File: src/rtl/flop_pkg.sv
// ============================================================================
// Module      : flop_pkg
// Description : Shared widths, field positions and FSM encoding for flop_argmax.
// Revision    : 1.0
// ============================================================================
`default_nettype none

package flop_pkg;

    localparam int c_EXP_W_DEF  = 4;
    localparam int c_MANT_W_DEF = 8;
    localparam int c_IDX_W_DEF  = 8;

    // Sample layout is {sign, mant, exp} with the exponent in the LSBs.
    localparam int c_EXP_LSB  = 0;
    localparam int c_MANT_LSB = c_EXP_W_DEF;
    localparam int c_SIGN_POS = c_EXP_W_DEF + c_MANT_W_DEF;

    localparam int         c_ST_W    = 2;
    localparam logic [1:0] c_ST_IDLE = 2'd0;
    localparam logic [1:0] c_ST_ACC  = 2'd1;
    localparam logic [1:0] c_ST_HOLD = 2'd2;

endpackage : flop_pkg

`default_nettype wire

File: src/rtl/flop_cmp.sv
// ============================================================================
// Module      : flop_cmp
// Description : Combinational strict greater-than for {sign, mant, exp} samples.
// Revision    : 1.0
// ============================================================================
`default_nettype none

module flop_cmp
    import flop_pkg::*;
#(
    parameter int EXP_W  = c_EXP_W_DEF,
    parameter int MANT_W = c_MANT_W_DEF
) (
    input  logic [EXP_W+MANT_W:0] i_a,
    input  logic [EXP_W+MANT_W:0] i_b,
    output logic                  a_gt_b
);

    localparam int c_SIGN = EXP_W + MANT_W;

    logic [c_SIGN-1:0] w_key_a;
    logic [c_SIGN-1:0] w_key_b;

    assign w_key_a = {i_a[EXP_W-1:0], i_a[c_SIGN-1:EXP_W]};
    assign w_key_b = {i_b[EXP_W-1:0], i_b[c_SIGN-1:EXP_W]};

    // sign=1 marks non-negative values; among negatives a smaller key is larger.
    always_comb begin
        if (i_a[c_SIGN] != i_b[c_SIGN]) begin
            a_gt_b = i_a[c_SIGN];
        end else if (i_a[c_SIGN]) begin
            a_gt_b = (w_key_a > w_key_b);
        end else begin
            a_gt_b = (w_key_a < w_key_b);
        end
    end

endmodule : flop_cmp

`default_nettype wire

File: src/rtl/flop_argmax.sv
// ============================================================================
// Module      : flop_argmax
// Description : Per-frame max (and optional min, FLOP_ARGMAX_MIN_EN) with index.
// Revision    : 1.0
// ============================================================================
`default_nettype none

module flop_argmax
    import flop_pkg::*;
#(
    parameter int EXP_W  = c_EXP_W_DEF,
    parameter int MANT_W = c_MANT_W_DEF,
    parameter int IDX_W  = c_IDX_W_DEF
) (
    input  logic                      clk,
    input  logic                      reset_n,
    input  logic                      in_valid,
    output logic                      in_ready,
    input  logic [MANT_W+EXP_W:0]     in_data,
    input  logic                      in_last,
    output logic                      out_valid,
    input  logic                      out_ready,
    output logic [MANT_W+EXP_W:0]     out_max,
    output logic [IDX_W-1:0]          out_idx,
    output logic                      out_ovf
`ifdef FLOP_ARGMAX_MIN_EN
    ,
    output logic [MANT_W+EXP_W:0]     out_min,
    output logic [IDX_W-1:0]          out_min_idx
`endif
);

    localparam int W = 1 + MANT_W + EXP_W;

    logic [c_ST_W-1:0] r_state;
    logic [c_ST_W-1:0] w_state_nxt;
    logic              w_acc;
    logic              w_first;

    logic [W-1:0]      r_max;
    logic [W-1:0]      w_max_nxt;
    logic [W-1:0]      r_out_max;
    logic [IDX_W-1:0]  r_idx;
    logic [IDX_W-1:0]  w_idx_nxt;
    logic [IDX_W-1:0]  r_out_idx;
    logic [IDX_W-1:0]  r_cnt;
    logic              r_ovf;
    logic              w_gt_max;

    assign w_acc   = in_valid && in_ready;
    assign w_first = (r_state == c_ST_IDLE);

    always_ff @(posedge clk or negedge reset_n) begin
        if (!reset_n) begin
            r_state <= c_ST_IDLE;
        end else begin
            r_state <= w_state_nxt;
        end
    end

    always_comb begin
        w_state_nxt = r_state;
        case (r_state)
            c_ST_IDLE: if (w_acc) w_state_nxt = in_last ? c_ST_HOLD : c_ST_ACC;
            c_ST_ACC:  if (w_acc && in_last) w_state_nxt = c_ST_HOLD;
            c_ST_HOLD: if (out_ready) w_state_nxt = c_ST_IDLE;
            default:   w_state_nxt = c_ST_IDLE;
        endcase
    end

    always_comb begin
        in_ready  = (r_state != c_ST_HOLD);
        out_valid = (r_state == c_ST_HOLD);
    end

    flop_cmp #(
        .EXP_W  (EXP_W),
        .MANT_W (MANT_W)
    ) u_cmp_max (
        .i_a    (in_data),
        .i_b    (r_max),
        .a_gt_b (w_gt_max)
    );

    // The first sample of a frame loads unconditionally; later ones replace only when strictly greater.
    always_comb begin
        w_max_nxt = r_max;
        w_idx_nxt = r_idx;
        if (w_first || w_gt_max) begin
            w_max_nxt = in_data;
            w_idx_nxt = w_first ? '0 : r_cnt;
        end
    end

    always_ff @(posedge clk or negedge reset_n) begin
        if (!reset_n) begin
            r_max     <= '0;
            r_idx     <= '0;
            r_cnt     <= '0;
            r_ovf     <= 1'b0;
            r_out_max <= '0;
            r_out_idx <= '0;
        end else begin
            if (w_acc) begin
                r_max <= w_max_nxt;
                r_idx <= w_idx_nxt;
                r_cnt <= w_first ? IDX_W'(1) : r_cnt + 1'b1;
                // In ACC the counter only reads zero once it has wrapped past 2^IDX_W samples.
                if (!w_first && (r_cnt == '0)) begin
                    r_ovf <= 1'b1;
                end
                if (in_last) begin
                    r_out_max <= w_max_nxt;
                    r_out_idx <= w_idx_nxt;
                end
            end
            if ((r_state == c_ST_HOLD) && out_ready) begin
                r_ovf <= 1'b0;
            end
        end
    end

    assign out_max = r_out_max;
    assign out_idx = r_out_idx;
    assign out_ovf = r_ovf;

`ifdef FLOP_ARGMAX_MIN_EN
    logic [W-1:0]     r_min;
    logic [W-1:0]     w_min_nxt;
    logic [W-1:0]     r_out_min;
    logic [IDX_W-1:0] r_min_idx;
    logic [IDX_W-1:0] w_min_idx_nxt;
    logic [IDX_W-1:0] r_out_min_idx;
    logic             w_lt_min;

    flop_cmp #(
        .EXP_W  (EXP_W),
        .MANT_W (MANT_W)
    ) u_cmp_min (
        .i_a    (r_min),
        .i_b    (in_data),
        .a_gt_b (w_lt_min)
    );

    always_comb begin
        w_min_nxt     = r_min;
        w_min_idx_nxt = r_min_idx;
        if (w_first || w_lt_min) begin
            w_min_nxt     = in_data;
            w_min_idx_nxt = w_first ? '0 : r_cnt;
        end
    end

    always_ff @(posedge clk or negedge reset_n) begin
        if (!reset_n) begin
            r_min         <= '0;
            r_min_idx     <= '0;
            r_out_min     <= '0;
            r_out_min_idx <= '0;
        end else if (w_acc) begin
            r_min     <= w_min_nxt;
            r_min_idx <= w_min_idx_nxt;
            if (in_last) begin
                r_out_min     <= w_min_nxt;
                r_out_min_idx <= w_min_idx_nxt;
            end
        end
    end

    assign out_min     = r_out_min;
    assign out_min_idx = r_out_min_idx;
`endif

endmodule : flop_argmax

`default_nettype wire
File: config.mk
export PLATFORM = sky130hd
export DESIGN_NAME = flop_argmax
export DESIGN_NICKNAME = d
export VERILOG_FILES = /design/src/rtl/flop_pkg.sv /design/src/rtl/flop_cmp.sv /design/src/rtl/flop_argmax.sv
export SDC_FILE = /design/constraint.sdc
export NUM_CORES = 1
export LEC_CHECK = 0
export ABC_AREA = 1
export CAP_MARGIN = 20
export CORE_ASPECT_RATIO = 1.75
export CORE_MARGIN = 2
export CORE_UTILIZATION = 30
export DETAILED_ROUTE_END_ITERATION = 8
export REMOVE_ABC_BUFFERS = 1
export SLEW_MARGIN = 20
export SYNTH_ARGS = -nofsm -noshare
export SYNTH_HDL_FRONTEND = slang
export SYNTH_HIERARCHICAL = 1
export SYNTH_SLANG_ARGS = --single-unit
File: constraint.sdc
create_clock -name clk -period 1.8 [get_ports clk]
set_input_delay 0.27 -clock clk [delete_from_list [all_inputs] [get_ports clk]]
set_output_delay 0.27 -clock clk [all_outputs]
set_load 0.005 [all_outputs]
## Word level (Yosys, flattened, before mapping)

Index checks and enable logic that the tools add are counted.

| operators by class | value |
|---|---|
| $add $sub $neg | 1 |
| multiply operators | 0 |
| divide/modulo/power cells | 0 |
| magnitude comparators | 2 |
| equality and inequality tests | 7 |
| shift-type cells | 0 |
| multiplexer cells | 14 |
| bitwise logic cells | 0 |
| reductions and logical operators | 13 |

Operator list:

| kind | count |
|---|---|
| $mux W8 | 3 |
| $mux W13 | 1 |
| $gt A12 B12 Y1 | 1 |
| $lt A12 B12 Y1 | 1 |
| $add A8 B1 Y8 const B | 1 |
| $logic_not A8 Y1 | 1 |
| $mux W2 | 4 |
| $ne A2 B2 Y1 const B | 3 |
| $pmux W2 S3 | 1 |
| $mux W1 | 5 |
| $logic_and A1 B1 Y1 | 4 |
| $reduce_and A2 Y1 | 2 |
| $reduce_bool A2 Y1 | 2 |
| $reduce_and A3 Y1 | 1 |
| $eq A2 B1 Y1 const B | 1 |
| $eq A2 B2 Y1 const B | 1 |
| $logic_not A2 Y1 | 1 |
| $ne A2 B1 Y1 const B | 1 |
| $logic_not A1 Y1 | 1 |
| $logic_or A1 B1 Y1 | 1 |
| $ne A1 B1 Y1 | 1 |

| word-level totals | value |
|---|---|
| register bits | 53 |
| latch bits | 0 |
| memory bits (writable) | 0 |
| ROM bits | 0 |
| input bits | 18 |
| output and inout port bits | 24 |
| word-level logic and storage cells | 44 |
| memories kept | 0 |

## Depth between registers and ports, before layout

Gate-level depths: netlist of the first run.

| depth | value |
|---|---|
| depth after elaboration | 6 |
| gate-level depth with buffers | 17 |
| mapped depth without buffers | 16 |

## Modules after synthesis

Netlist of the first run, hierarchy kept.

Modules (own cells, without submodules):

| module | times used | cells each | area an instance (um^2) | sequential area each (um^2) |
|---|---|---|---|---|
| flop_argmax | 1 | 291 | 2,461.1 | 1,326.3 |
| flop_cmp | 1 | 63 | 374.1 | 0.0 |

## Worst setup path after synthesis of the first run

No wires, ideal clock.

| timing path | value |
|---|---|
| path type | reg-to-reg |
| from | register r_max[3] |
| to | register r_idx[3] |
| setup time | 0.127 ns |
| data arrival time | 1.869 ns |
| required time | 1.673 ns |
| setup slack | -0.197 ns |
| cell stages (with the launch flop) | 13 |
| path buffers | 1 |
| period minus slack after synthesis | 1.997 ns |
| path through | dfrtp_1 inv_1 ha_1 a21o_1 nor2_2 nand2_1 nor2_1 nor2_1 a21oi_2 clkbuf_1 nand2_1 o211ai_1 o21ai_0 |

| on the way | value |
|---|---|
| word-level cells in the longest chain between the ends | 5 |
| elaborated cells between the ends (all ways) | 6 |
| classes of those cells | order compare: 2; mux: 3; reduce/logical: 1 |

Ends and longest elaborated chain:

| item | line | RTL |
|---|---|---|
| from (decl) | flop_argmax.sv:40 | `logic [W-1:0] r_max;` |
| from (signal assigned) | flop_argmax.sv:105 | `r_max <= w_max_nxt;` |
| $lt A12 B12 Y1 or $gt A12 B12 Y1 (tied branches) | flop_cmp.sv:34, flop_cmp.sv:32 |  |
| $mux W1 (*) | flop_cmp.sv:31 | `end else if (i_a[c_SIGN]) begin` |
| $mux W1 (*) | flop_cmp.sv:29 | `if (i_a[c_SIGN] != i_b[c_SIGN]) begin` |
| named net w_gt_max | flop_argmax.sv:48 | `logic w_gt_max;` |
| $logic_or A1 B1 Y1 (*) | flop_argmax.sv:89 | `if (w_first \|\| w_gt_max) begin` |
| $mux W8 (*) | flop_argmax.sv:89 |  |
| to (signal assigned) | flop_argmax.sv:106 | `r_idx <= w_idx_nxt;` |
| to (decl) | flop_argmax.sv:43 | `logic [IDX_W-1:0] r_idx;` |

Mark *: on every way through the listed nets, which the timed path passes. The rest lies on a longest branch.
A chain may end at the register's enable or synchronous reset.

## Worst setup path in the final report of the first run

| timing path | value |
|---|---|
| from | input in_data[5] |
| to | register r_out_idx[0] (netlist: out_idx[0]) |

| on the way | value |
|---|---|
| word-level cells in the longest chain between the ends | 5 |
| elaborated cells between the ends (all ways) | 6 |
| classes of those cells | order compare: 2; mux: 3; reduce/logical: 1 |

Ends and longest elaborated chain:

| item | line | RTL |
|---|---|---|
| from (decl) | flop_argmax.sv:19 | `input logic [MANT_W+EXP_W:0] in_data,` |
| $lt A12 B12 Y1 or $gt A12 B12 Y1 (tied branches) | flop_cmp.sv:34, flop_cmp.sv:32 |  |
| $mux W1 (*) | flop_cmp.sv:31 |  |
| $mux W1 (*) | flop_cmp.sv:29 |  |
| named net w_gt_max | flop_argmax.sv:48 |  |
| $logic_or A1 B1 Y1 (*) | flop_argmax.sv:89 |  |
| $mux W8 (*) | flop_argmax.sv:89 |  |
| to (signal assigned) | flop_argmax.sv:114 | `r_out_idx <= w_idx_nxt;` |
| to (decl) | flop_argmax.sv:45 | `logic [IDX_W-1:0] r_out_idx;` |

Marks and branches as above.

==> results of run 1 <==
[routing by layer]
metal / up-vias / track usage (%) / share of wire, %
li1: 1266 / - / -
met1: 1207 / 14.92 / 40
met2: 44 / 25.36 / 55
met3: 9 / 2.660 / 3.1
met4: 0 / 5.159 / 1.8
met5: - / 0 / 0
[worst max-delay path: cells and delay by family]
family,cells,cell delay (ns)
buf+inv,4,0.84
simple gates,7,0.47
compound gates,3,0.43
fa+ha+maj,1,0.32
[sequential cells by signal, summed over array words and instances (netlist names)]
| register | count |
|---|---|
| out_max | 13 |
| r_cnt | 8 |
| r_idx | 8 |
| r_max | 13 |
| r_state | 2 |
| out_ovf | 1 |
| out_idx | 8 |
[cell usage in the layout (no fill, tap or decap), drive strengths merged]
cell           instances
o211ai                 8
nand3                 11
a21o                   1
nand4                  3
nand2                109
clkdlybuf4s50         32
clkinv                 4
a21oi                 10
dfrtp                 53
buf                   27
nor3                   2
dlygate4sd2            7
xor2                   1
dlygate4sd3            1
dlymetal6s2s           1
nor2                  20
ha                    14
clkbuf                 6
o21ai                 60
inv                   49
[through the flow]
step / instance area, sq um / setup slack (ns) / hold WS, ns / util [%] / std cells
4_1_cts: 3712 / -0.2250 / 0.4914 / 39.70 / 536
3_5_place_dp: 3481 / -0.7102 / 0.2883 / 37.23 / 526
6_report: 3960 / -0.3037 / 0.4887 / 42.35 / 541
5_1_grt: 3960 / -0.3823 / 0.5239 / 42.35 / 541
2_1_floorplan: 2733 / -0.4530 / -0.02559 / - / 341
3_3_place_gp: 3481 / -0.6498 / 0.2890 / 37.23 / 526
[power by group through the flow]
stage	registers (uW)	logic (uW)	clock network (uW)
5_1_grt	2070	3960	1010
2_1_floorplan	1990	1470	0
3_5_place_dp	2010	2770	0
6_report	2000	3550	953
4_1_cts	1990	3010	975
3_3_place_gp	1990	2710	0
[layout make-up]
| class | instances | area [sq um] | area share, % |
|---|---|---|---|
| inverters | 51 | 196.4 | 4.960 |
| repair buffers | 68 | 636.9 | 16.08 |
| clock buffers | 6 | 128.9 | 3.254 |
| flip-flops and latches | 53 | 1326 | 33.49 |
| well taps | 122 | 152.6 | 3.855 |
| multi-input cells | 239 | 1509 | 38.10 |
| clock inverters | 2 | 10.01 | 0.2528 |
[logic make-up after synthesis]
family,after synthesis,share of synthesized area [%]
simple gates,143,21.09
compound gates,79,15.27
buf+inv,64,10.37
flops,53,46.78
fa+ha+maj,14,6.178
xor+xnor,1,0.3090
[worst max path at each step]
stage / depth (start not counted) / end / from
2_1_floorplan: 15 / r_max[0] / r_max[3]
6_report: 15 / out_idx[0] / in_data[5]
3_3_place_gp: 13 / r_max[3] / in_data[3]
4_1_cts: 14 / r_max[6] / in_data[5]
5_1_grt: 16 / out_idx[0] / r_max[11]
3_5_place_dp: 13 / r_max[3] / in_data[3]
[timing repair]
| item | 4_1_cts | 5_1_grt |
|---|---|---|
| buffers inserted | 0 | 4 |
| pin swaps | 12 | 22 |
| resized for setup | 23 | 51 |
| endpoints found under the hold margin | 53 | 0 |
| hold buffers | 1 | 0 |
| endpoints found under the setup margin | 42 | 43 |
| gates cloned | 1 | 1 |
==> impl_results.md, run 1 <==
- Number of inserted filler cells in the final layout: 955
- Max-cap violations: 0
- Reg2reg end: out_idx[0]
- Area growth from synthesis to layout: 39.67%
- Share of the cycle needed by the critical path after routing: 116.9%
- Register share of total power: a little under a third
- Clock tree from TritonCTS: done
- Via count: around 2,500
- Origin of the worst min-delay path: out_max[1]
- Crit path kind: in2reg
- Average wire per cell in the routed design: between 10 and 15 microns
- Top post-synthesis cells by count: 101 x nand2_1, 53 x dfrtp_1, 50 x o21ai_1, 48 x inv_1, 17 x nor2_1
- Async set-reset flop share out of synthesis: 100.0%
- Hold Path Sink: out_max[1]
- Worst path arrival time: between 2 and 2.5 ns
- Pleak: ~0.0019 uW
- Transition time at the pin with the least slew margin: 0.3534 ns
- Synth Flop Type: dfrtp_1
- Max rail drop VDD: 925.8 uV
- Maximum number of pins on one net before global-route repair: 54
- Part of the total power dissipated in the clock network: 14.7%
- Clock latency on the worst-skew pair: approximately 0.3 ns
- Psw: 2662 uW
- Initial core utilization: a little over 30%
- Die height: 132.6 microns
- Synth Register Bits: 53
- Routability congestion estimate: 0.8116
- Proportion of layout cells with a drive suffix above 1: a little under a quarter
- Number of enable-type register cells in the synthesized netlist: 0
- Total half-perimeter wirelength after legalization and detailed placement: about 4.6 mm
- Highest achievable clock rate: ~480 MHz
- Clock-pin slew reported for the worst setup and hold paths after clock tree synthesis: 0.07 ns
- Violation count after the first detailed-route iteration: 96
- Max transition margin: about three quarters
- Power per cell area: around 1600 nW/um^2
- Setup WS post-layout: -0.3037 ns
- Leading post-synthesis cells by cell area: dfrtp_1 47%, nand2_1 13%, o21ai_1 8.8%
- Core Rows: 47
- Sequential element share of the synthesized area: between 40% and 50%
- Yosys warnings: 6
- Total count of max-transition violations in the final report: 0
- Number of clock sinks: between 50 and 60
- Final Total Pwr: about 6500 uW
- Critical Path Max Stage Delay: about 0.47 ns
- Total CTS buffers: 5
- Horizontal die dimension: between 70 and 80 microns
- IO buf count: 41
- Clock H-tree levels: 2
- Endpoint kind of the worst setup timing path: flip-flop
- Worst-case reg-to-reg path depth: 13
- Number of nets in the final layout: between 400 and 500
- Yosys top cell area share: between 40% and 50%
- R2R Setup Slk: -0.28 ns
- Root buffer selected by CTS: clkbuf_16
- N_diodes: 0
- Overall Global Routing Usage: 13.62%
- Slowest CP cell: clkdlybuf4s50_1
- CP dominant cell by count: nand2_1
- Remaining Overflow, GRT: 0
- First-pass GRT wire length: approximately 11 mm
- Switching portion of total power: just over 40%
- Cell depth of the worst min-delay path: 2
- Required time reported for the critical path endpoint: ~2 ns
- Unrepaired setup endpoints after global routing: true
- Most common cell in the netlist: nand2_1
- Worst-case clock skew: approximately 0.0048 ns
- Cell Chain, Critical Path: clkdlybuf4s50_1 > ha_1 > nand2_1 > nand2_1 > nand2_1 > nand2_1 > nand2_1 > nand3_2 > nand2_2 > a21oi_4 > clkinv_4 > buf_6 > o21ai_2 > inv_2 > o21ai_1
- Number of antenna violations at the first check in global routing: 0
- Count of cell types in the netlist: 27
- Final Setup Violations: 42
- Vias in the first global route: around 2,600
- Outcome: finished with violations
- Count of TritonRoute iterations in the first routing pass: 4
- Gate power share: between 50% and 60%
- Shortest period the worst path allows: approximately 2.1 ns
- Number of cells produced by synthesis: around 350
- Synthesized area per cell: approximately 8.0 sq um
- Area of the mapped netlist: roughly 2800 sq um
- Kind of path behind the tightest hold check: reg2reg
- Via/cell ratio: around 4.7
- Clock Path Buffers: 2
- Violated checks: setup timing
- Final hold violations: 0
- Maximum fanout count along the critical path: 4
- Core area: 9350 sq um
- Start of the worst register-to-register path: r_max[3]
- Routed WL: roughly 7 mm
- Area of the die: roughly 10,000 sq um
- Biggest area consumer among synthesized cells: dfrtp_1
- CP Launch Type: input port
- Internal portion of total power: 3838 uW
- Number of remaining DRC errors: 0
- Setup tns final: -9.741 ns
- Antenna-violating nets left: 0
- Number of ports placed on the die boundary: 42
Note: power is estimated with default switching activity, not from simulation.
==> inputs of run 2 (changes only) <==
--- a/config.mk
+++ b/config.mk
@@ -10,6 +10,7 @@
 export CORE_ASPECT_RATIO = 1.75
 export CORE_MARGIN = 2
 export CORE_UTILIZATION = 30
+export CTS_BUF_LIST = sky130_fd_sc_hd__clkbuf_2
 export DETAILED_ROUTE_END_ITERATION = 8
 export REMOVE_ABC_BUFFERS = 1
 export SLEW_MARGIN = 20
==> run 2 against run 1 <==
The flow still finishes with violations (setup timing). Sequential share of layout area is 1.7 points higher. Register-to-register slack better by 0.02 ns. Global-route usage about the same. Maximum frequency is 1.9% higher. Via count is 0.24% higher. Die area unchanged. Routed wire length down 4.8%. Hold slack got worse by 0.19 ns. Flip-flop and latch count unchanged. Highest routed layer unchanged.
==> impl_results.md, run 2 (synthesized netlist as in run 1, its figures left out) <==
- Core area: 9350 sq um (unchanged)
- Number of remaining DRC errors: 0 (unchanged)
- Overall Global Routing Usage: 13.66% (+0.043 points)
- Via count: 2,532 (+0.24%)
- Area growth from synthesis to layout: 32.83%
- Start of the worst register-to-register path: r_max[0]
- Final Setup Violations: 42 (unchanged)
- Clock tree from TritonCTS: done
- Crit path kind: reg2reg
- Final instance area: 3766 sq um (-4.9%)
- Clock H-tree levels: 2 (unchanged)
- Horizontal die dimension: 77.49 microns (unchanged)
- Outcome: finished with violations
- Number of antenna violations at the first check in global routing: 0 (unchanged)
- Setup tns final: -8.230 ns (+1.511 ns)
- Setup WS post-layout: -0.2648 ns (+0.03894 ns)
- Cell Chain, Critical Path: inv_1 > ha_1 > nand2_2 > nor2_4 > nand2_2 > clkinv_2 > nand2_1 > nand3_1 > nand2_1 > a21oi_4 > inv_4 > buf_6 > o21ai_2 > inv_2 > o21ai_1
- Routed WL: 6.677 mm (-4.8%)
- First-pass GRT wire length: 11.41 mm (+0.48%)
- Reg2reg end: out_idx[0]
- Highest achievable clock rate: 484.3 MHz (+1.9%)
- Total half-perimeter wirelength after legalization and detailed placement: 4.567 mm (unchanged)
- Slowest CP cell: dfrtp_1
- Power per cell area: 1527 nW/um^2 (-6.9%)
- Root buffer selected by CTS: clkbuf_2
- Transition time at the pin with the least slew margin: 0.3216 ns (-0.03186 ns)
- Number of ports placed on the die boundary: 42 (unchanged)
- Total count of max-transition violations in the final report: 0 (unchanged)
- R2R Setup Slk: -0.26 ns (+0.02 ns)
- Worst path arrival time: 2.45 ns (+0.12 ns)
- Final hold violations: 0 (unchanged)
- Clock-pin slew reported for the worst setup and hold paths after clock tree synthesis: 0.28 ns (+0.21 ns)
- Total CTS buffers: 5 (unchanged)
- Worst-case reg-to-reg path depth: 15 (+2)
- Number of nets in the final layout: 451 (+0.22%)
- Commonest cells after routing, fill and taps aside: 97 x nand2_1, 53 x dfrtp_1, 43 x o21ai_1, 41 x inv_1, 38 x clkdlybuf4s50_1
- Max-cap violations: 0 (unchanged)
- Maximum number of pins on one net before global-route repair: 54 (unchanged)
- Critical Path Max Stage Delay: 0.42 ns (-0.05 ns)
- CP Launch Type: flip-flop
- Violated checks: setup timing
- Vias in the first global route: 2,598 (+0.43%)
- Number of cells in the design after placement: 526 (unchanged)
- Initial core utilization: 30.32% (unchanged)
- Remaining Overflow, GRT: 0 (unchanged)
- Violation count after the first detailed-route iteration: 127 (+32%)
- Pleak: 0.001819 uW (-3.2%)
- Worst-case clock skew: 0.02667 ns (+0.02189 ns)
- Endpoint kind of the worst setup timing path: flip-flop
- Proportion of layout cells with a drive suffix above 1: 20.71% (-2.9 points)
- Kind of path behind the tightest hold check: in2async
- CP top delay family: simple AND/OR/NAND/NOR gates
- Clock Path Buffers: 2 (unchanged)
- Antenna-violating nets left: 0 (unchanged)
- Via/cell ratio: 4.672 (about the same)
- Routability congestion estimate: 0.8116 (unchanged)
- Area of the die: 10,270 sq um (unchanged)
- Clock latency on the worst-skew pair: 0.45 ns (+0.15 ns)
- Required time reported for the critical path endpoint: 2.18 ns (+0.16 ns)
- Number of clock sinks: 53 (unchanged)
- Unrepaired setup endpoints after global routing: true
- N_diodes: 0 (unchanged)
- Max transition margin: 78.54% (+2.1 points)
- Worst path buffer plus inverter count: 5 (+1)
- Share of the cycle needed by the critical path after routing: 114.7% (-2.2 points)
- Cell area after placement: 3481 sq um (unchanged)
- Non-filler cells, final: 542 (+0.18%)
- Maximum fanout count along the critical path: 4 (unchanged)
- Max rail drop VDD: 827.9 uV (-11%)
- Post-place setup slack: -0.7102 ns (unchanged)
- Average wire per cell in the routed design: 12.32 microns (-5.0%)
- Core Rows: 47 (unchanged)
- Die height: 132.6 microns (unchanged)
- IO buf count: 41 (unchanged)
- Count of TritonRoute iterations in the first routing pass: 4 (unchanged)
- Shortest period the worst path allows: 2.065 ns (-0.03894 ns)
- Path length in cells of the critical path: 15 (unchanged)
- Commonest non-fill, non-tap cell in the layout: nand2_1
run 2: cell types whose count changed in the layout (fill, tap and decap cells not counted), sizes merged:
cell and change:
buf +1, clkdlybuf4s50 +6, clkinv -1, dlygate4sd2 -5, dlymetal6s2s -1, inv +1
run 2: metrics by stage:
step | hold slack, ns | power (uW) | utilization [%]
after floorplan | -0.02559 | 3456 | -
after global placement | 0.2890 | 4694 | 37.23
after detailed placement | 0.2883 | 4771 | 37.23
after CTS | 0.2822 | 5577 | 39.15
after global routing | 0.2704 | 6328 | 40.28
final | 0.3026 | 5753 | 40.28
run 2: metal layers:
metal / global-route usage [%] / wire (microns) / vias up
met5: 0 / 0 / -
met3: 2.660 / 238 / 12
met1: 14.92 / 2693 / 1205
met2: 25.51 / 3605 / 49
li1: - / - / 1266
met4: 5.159 / 140 / 0
run 2: repair_timing:
| item | 4_1_cts | 5_1_grt |
|---|---|---|
| endpoints found under the hold margin | 53 | 0 |
| endpoints found under the setup margin | 44 | 42 |
| gates cloned | 1 | 1 |
| pin swaps | 8 | 7 |
| gates resized for setup | 30 | 20 |
| hold buffers | 1 | 0 |
| setup buffers | 3 | 2 |
run 2: report_power, final:
group | internal, uW | switching [uW]
sequential | 1670 | 310
combinational | 1540 | 1750
clock | 97.6 | 384
total | 3310 | 2440
run 2: worst max-delay path by stage:
stage	slack [ns]	start	endpoint
after floorplan	-0.45	r_max[3]	r_max[0]
after global placement	-0.65	in_data[3]	r_max[3]
after detailed placement	-0.71	in_data[3]	r_max[3]
after CTS	-0.24	r_max[0]	r_max[0]
after global routing	-0.39	r_max[0]	out_max[1]
final	-0.26	r_max[0]	out_idx[0]
run 2: final cells by class:
cell class                      instances  area, sq um
Tap cell                              122        152.6
Clock inverter                          2        10.01
Clock buffer                            6        30.03
Sequential cell                        53         1326
Multi-Input combinational cell        239         1404
Inverter                               51        195.2
Timing Repair Buffer                   69        648.1
Fill cell                             976         5584
run 2: worst min-delay path, stage by stage:
cell           delay, ns
dlygate4sd3_1       0.53
buf_2               0.12
buf_12              0.27
==> inputs of run 3 (changes only) <==
--- a/config.mk
+++ b/config.mk
@@ -16,5 +16,4 @@
 export SLEW_MARGIN = 20
 export SYNTH_ARGS = -nofsm -noshare
 export SYNTH_HDL_FRONTEND = slang
-export SYNTH_HIERARCHICAL = 1
 export SYNTH_SLANG_ARGS = --single-unit
==> run 3 against run 2 <==
The flow still finishes with violations (setup timing). Power grew 15%. Sequential power barely moved. Die area increased by 4.8%. Count of clock-buffer cells in the layout is the same. Sequential share of layout area fell by 2.9 points. Global-route usage grew 1.9 points. Design area is 8.9% higher. Final cell count increased by 7.4%. Synthesized cell count is 6.8% higher.
==> impl_results.md, run 3 <==
- Outcome: finished with violations
- Violated checks: setup timing
- Cell Chain, Critical Path: inv_2 > ha_4 > nand2_2 > inv_2 > nand2_4 > nor2_4 > nand2_2 > nand3_2 > nand2_2 > nand2_4 > nand2_8 > nand2_8 > buf_12 > nand2_4 > nand3_2 > nand2_2
- Power per cell area: 1612 nW/um^2 (+5.6%)
- Maximum fanout count along the critical path: 6 (+2)
- Yosys top cell area share: 44.56% (-2.2 points)
- Synthesized area per cell: 7.875 sq um (-1.7%)
- Number of antenna violations at the first check in global routing: 1 (+1)
- Number of remaining DRC errors: 0 (unchanged)
- Count of cell types in the netlist: 28 (+3.7%)
- Top post-synthesis cells by count: 116 x nand2_1, 54 x inv_1, 53 x dfrtp_1, 49 x nand3_1, 18 x nand4_1
- Core Rows: 48 (+2.1%)
- Critical Path Max Stage Delay: 0.44 ns (+0.02 ns)
- Post-synthesis share of cell area spent on and, or, nand and nor gates: 36.32% (+15 points)
- Pleak: 0.002085 uW (+15%)
- Via count: 2,727 (+7.7%)
- Count of TritonRoute iterations in the first routing pass: 4 (unchanged)
- Area growth from synthesis to layout: 37.79%
- Violation count after the first detailed-route iteration: 159 (+25%)
- CP top delay family: simple AND/OR/NAND/NOR gates
- Number of cells produced by synthesis: 378 (+6.8%)
- Root buffer selected by CTS: clkbuf_2
- Dominant combinational cell family by area after synthesis: simple AND/OR/NAND/NOR gates
- Total half-perimeter wirelength after legalization and detailed placement: 5.648 mm (+24%)
- CP dominant cell by count: nand2_2
- Number of clock sinks: 53 (unchanged)
- Commonest non-fill, non-tap cell in the layout: nand2_1
- Synth Area in XOR/XNOR: 0.2942% (-0.015 points)
- Average wire per cell in the routed design: 13.43 microns (+9.0%)
- Yosys warnings: 0 (-6)
- Horizontal die dimension: 79.30 microns (+2.3%)
- Max transition margin: 71.96% (-6.6 points)
- Area of the mapped netlist: 2977 sq um (+5.0%)
- Total count of max-transition violations in the final report: 0 (unchanged)
- Required time reported for the critical path endpoint: 2.18 ns (about the same)
- Worst-case clock skew: 0.03128 ns (+0.004609 ns)
- Vias in the first global route: 2,762 (+6.3%)
- Hold slack final: 0.2066 ns (-0.09604 ns)
- Number of enable-type register cells in the synthesized netlist: 0 (unchanged)
- Kind of path behind the tightest hold check: in2async
- IO buf count: 41 (unchanged)
- Share of synthesized area spent on multiplexers: 0% (unchanged)
- Final hold violations: 0 (unchanged)
- Sequential cell area in the final layout: 1326 sq um (unchanged)
- Crit path kind: reg2reg
- Synth Register Bits: 53 (unchanged)
- Area of the multi-input gates: 1584 sq um (+13%)
- Number of ports placed on the die boundary: 42 (unchanged)
- Remaining Overflow, GRT: 0 (unchanged)
- Clock Path Buffers: 2 (unchanged)
- Async set-reset flop share out of synthesis: 100.0% (unchanged)
- Clock H-tree levels: 2 (unchanged)
- R2R Setup Slk: -0.14 ns (+0.12 ns)
- Worst path arrival time: 2.32 ns (-0.13 ns)
- Highest achievable clock rate: 515.0 MHz (+6.3%)
- Compound-gate portion of the synthesized area: 2.900% (-12 points)
- Share of the cycle needed by the critical path after routing: 107.9% (-6.8 points)
- Max-cap violations: 0 (unchanged)
- Max rail drop VDD: 510.8 uV (-38%)
- Commonest cells after routing, fill and taps aside: 104 x nand2_1, 53 x dfrtp_1, 44 x inv_1, 38 x clkdlybuf4s50_1, 38 x buf_4
- Area of the die: 10,770 sq um (+4.8%)
- Clock tree from TritonCTS: done
- Overall Global Routing Usage: 15.56% (+1.9 points)
- Core area: 9789 sq um (+4.7%)
- Clock-pin slew reported for the worst setup and hold paths after clock tree synthesis: 0.28 ns (about the same)
- Total CTS buffers: 5 (unchanged)
- CP Launch Type: flip-flop
- Via/cell ratio: 4.686 (+0.30%)
- Maximum number of pins on one net before global-route repair: 28 (-48%)
- Setup tns final: -3.759 ns (+4.471 ns)
- Setup WS post-layout: -0.1419 ns (+0.1229 ns)
- Routed WL: 7.816 mm (+17%)
- Slowest CP cell: dfrtp_1
- Endpoint kind of the worst setup timing path: flip-flop
- Number of nets in the final layout: 487 (+8.0%)
- Shortest period the worst path allows: 1.942 ns (-0.1229 ns)
- Final Setup Violations: 40 (-4.8%)
- Sequential element share of the synthesized area: 44.56% (-2.2 points)
- Most common cell in the netlist: nand2_1
- Die height: 135.8 microns (+2.4%)
- Unrepaired setup endpoints after global routing: true
- Initial core utilization: 30.41% (+0.084 points)
- Routability congestion estimate: 0.8722 (+7.5%)
- Biggest area consumer among synthesized cells: dfrtp_1
- Proportion of layout cells with a drive suffix above 1: 26.54% (+5.8 points)
- Transition time at the pin with the least slew margin: 0.4168 ns (+0.09520 ns)
- Clock latency on the worst-skew pair: 0.47 ns (+0.02 ns)
- Worst path buffer plus inverter count: 3 (-2)
- Antenna-violating nets left: 0 (unchanged)
- Synth Flop Type: dfrtp_1
- Number of inserted filler cells in the final layout: 978 (+0.20%)
- Leading post-synthesis cells by cell area: dfrtp_1 45%, nand2_1 15%, nand3_1 8.2%
- Synth Area in Adders: 5.885% (-0.29 points)
- First-pass GRT wire length: 13.05 mm (+14%)
[run 3: final cells by class]
class,count,area share [%]
sequential,53,32.34
clock inverter,2,0.2441
clock buffer,6,0.7322
inverter,57,5.217
timing repair buffer,84,18.97
multi-input combinational,254,38.62
antenna,1,0.06101
tap,125,3.813
[run 3: final timing paths]
kind                             from           to  cells past startpoint
setup / recovery             r_max[1]     r_max[5]                     16
setup reg to reg             r_max[1]     r_max[5]                     16
hold reg to reg            out_max[8]   out_max[8]                      2
max in group asynchronous     reset_n     r_cnt[1]                      3
hold / removal                reset_n  out_max[10]                      2
min in group clk            out_ready      out_ovf                      2
[run 3: repair_timing]
action	4_1_cts	5_1_grt
gates resized for setup	24	30
cloned	0	0
hold buffers	1	0
hold endpoints to repair	30	0
setup buffers	5	2
endpoints found under the setup margin	42	47
pin swaps	8	15
[run 3: through the flow]
step | cell area (sq um) | std cells | total power [uW] | worst slack, ns | utilization (%)
after global routing | 4101 | 582 | 7228 | -0.2493 | 41.90
final | 4101 | 582 | 6613 | -0.1419 | 41.90
after floorplan | 2892 | 364 | 3845 | -0.6903 | -
after CTS | 3955 | 579 | 6416 | -0.1285 | 40.40
after detailed placement | 3766 | 565 | 5614 | -0.5045 | 38.47
after global placement | 3766 | 565 | 5534 | -0.4754 | 38.47
[run 3: cells by family (layout without fill, tap and decap cells)]
| group | Yosys count | count (layout) |
|---|---|---|
| simple gates | 223 | 223 |
| xor+xnor | 1 | 1 |
| other cells | 0 | 1 |
| fa+ha+maj | 14 | 14 |
| buf+inv | 71 | 149 |
| flops | 53 | 53 |
| compound gates | 16 | 16 |
[run 3: worst register-to-register path: cells and delay by family (launching register included)]
family	cells	cell delay [ns]
DFF	1	0.44
and+or+nand+nor	12	0.87
buffers and inverters	3	0.26
adders and majority gates	1	0.28
[run 3: where the power goes]
group	internal (uW)	switching, uW	leakage (uW)	total (uW)
logic	1930	2200	0.00137	4130
registers	1680	311	0.000680	1990
clock network	97.4	398	0.0000327	495
total	3710	2910	0.00209	6610
[run 3: per-layer routing]
layer | vias up | GRT usage [%] | share of wire (%)
li1 | 1361 | - | -
met1 | 1306 | 17.19 | 39
met2 | 46 | 28.34 | 54
met3 | 14 | 2.667 | 3.1
met4 | 0 | 7.375 | 3.2
met5 | - | 0 | 0
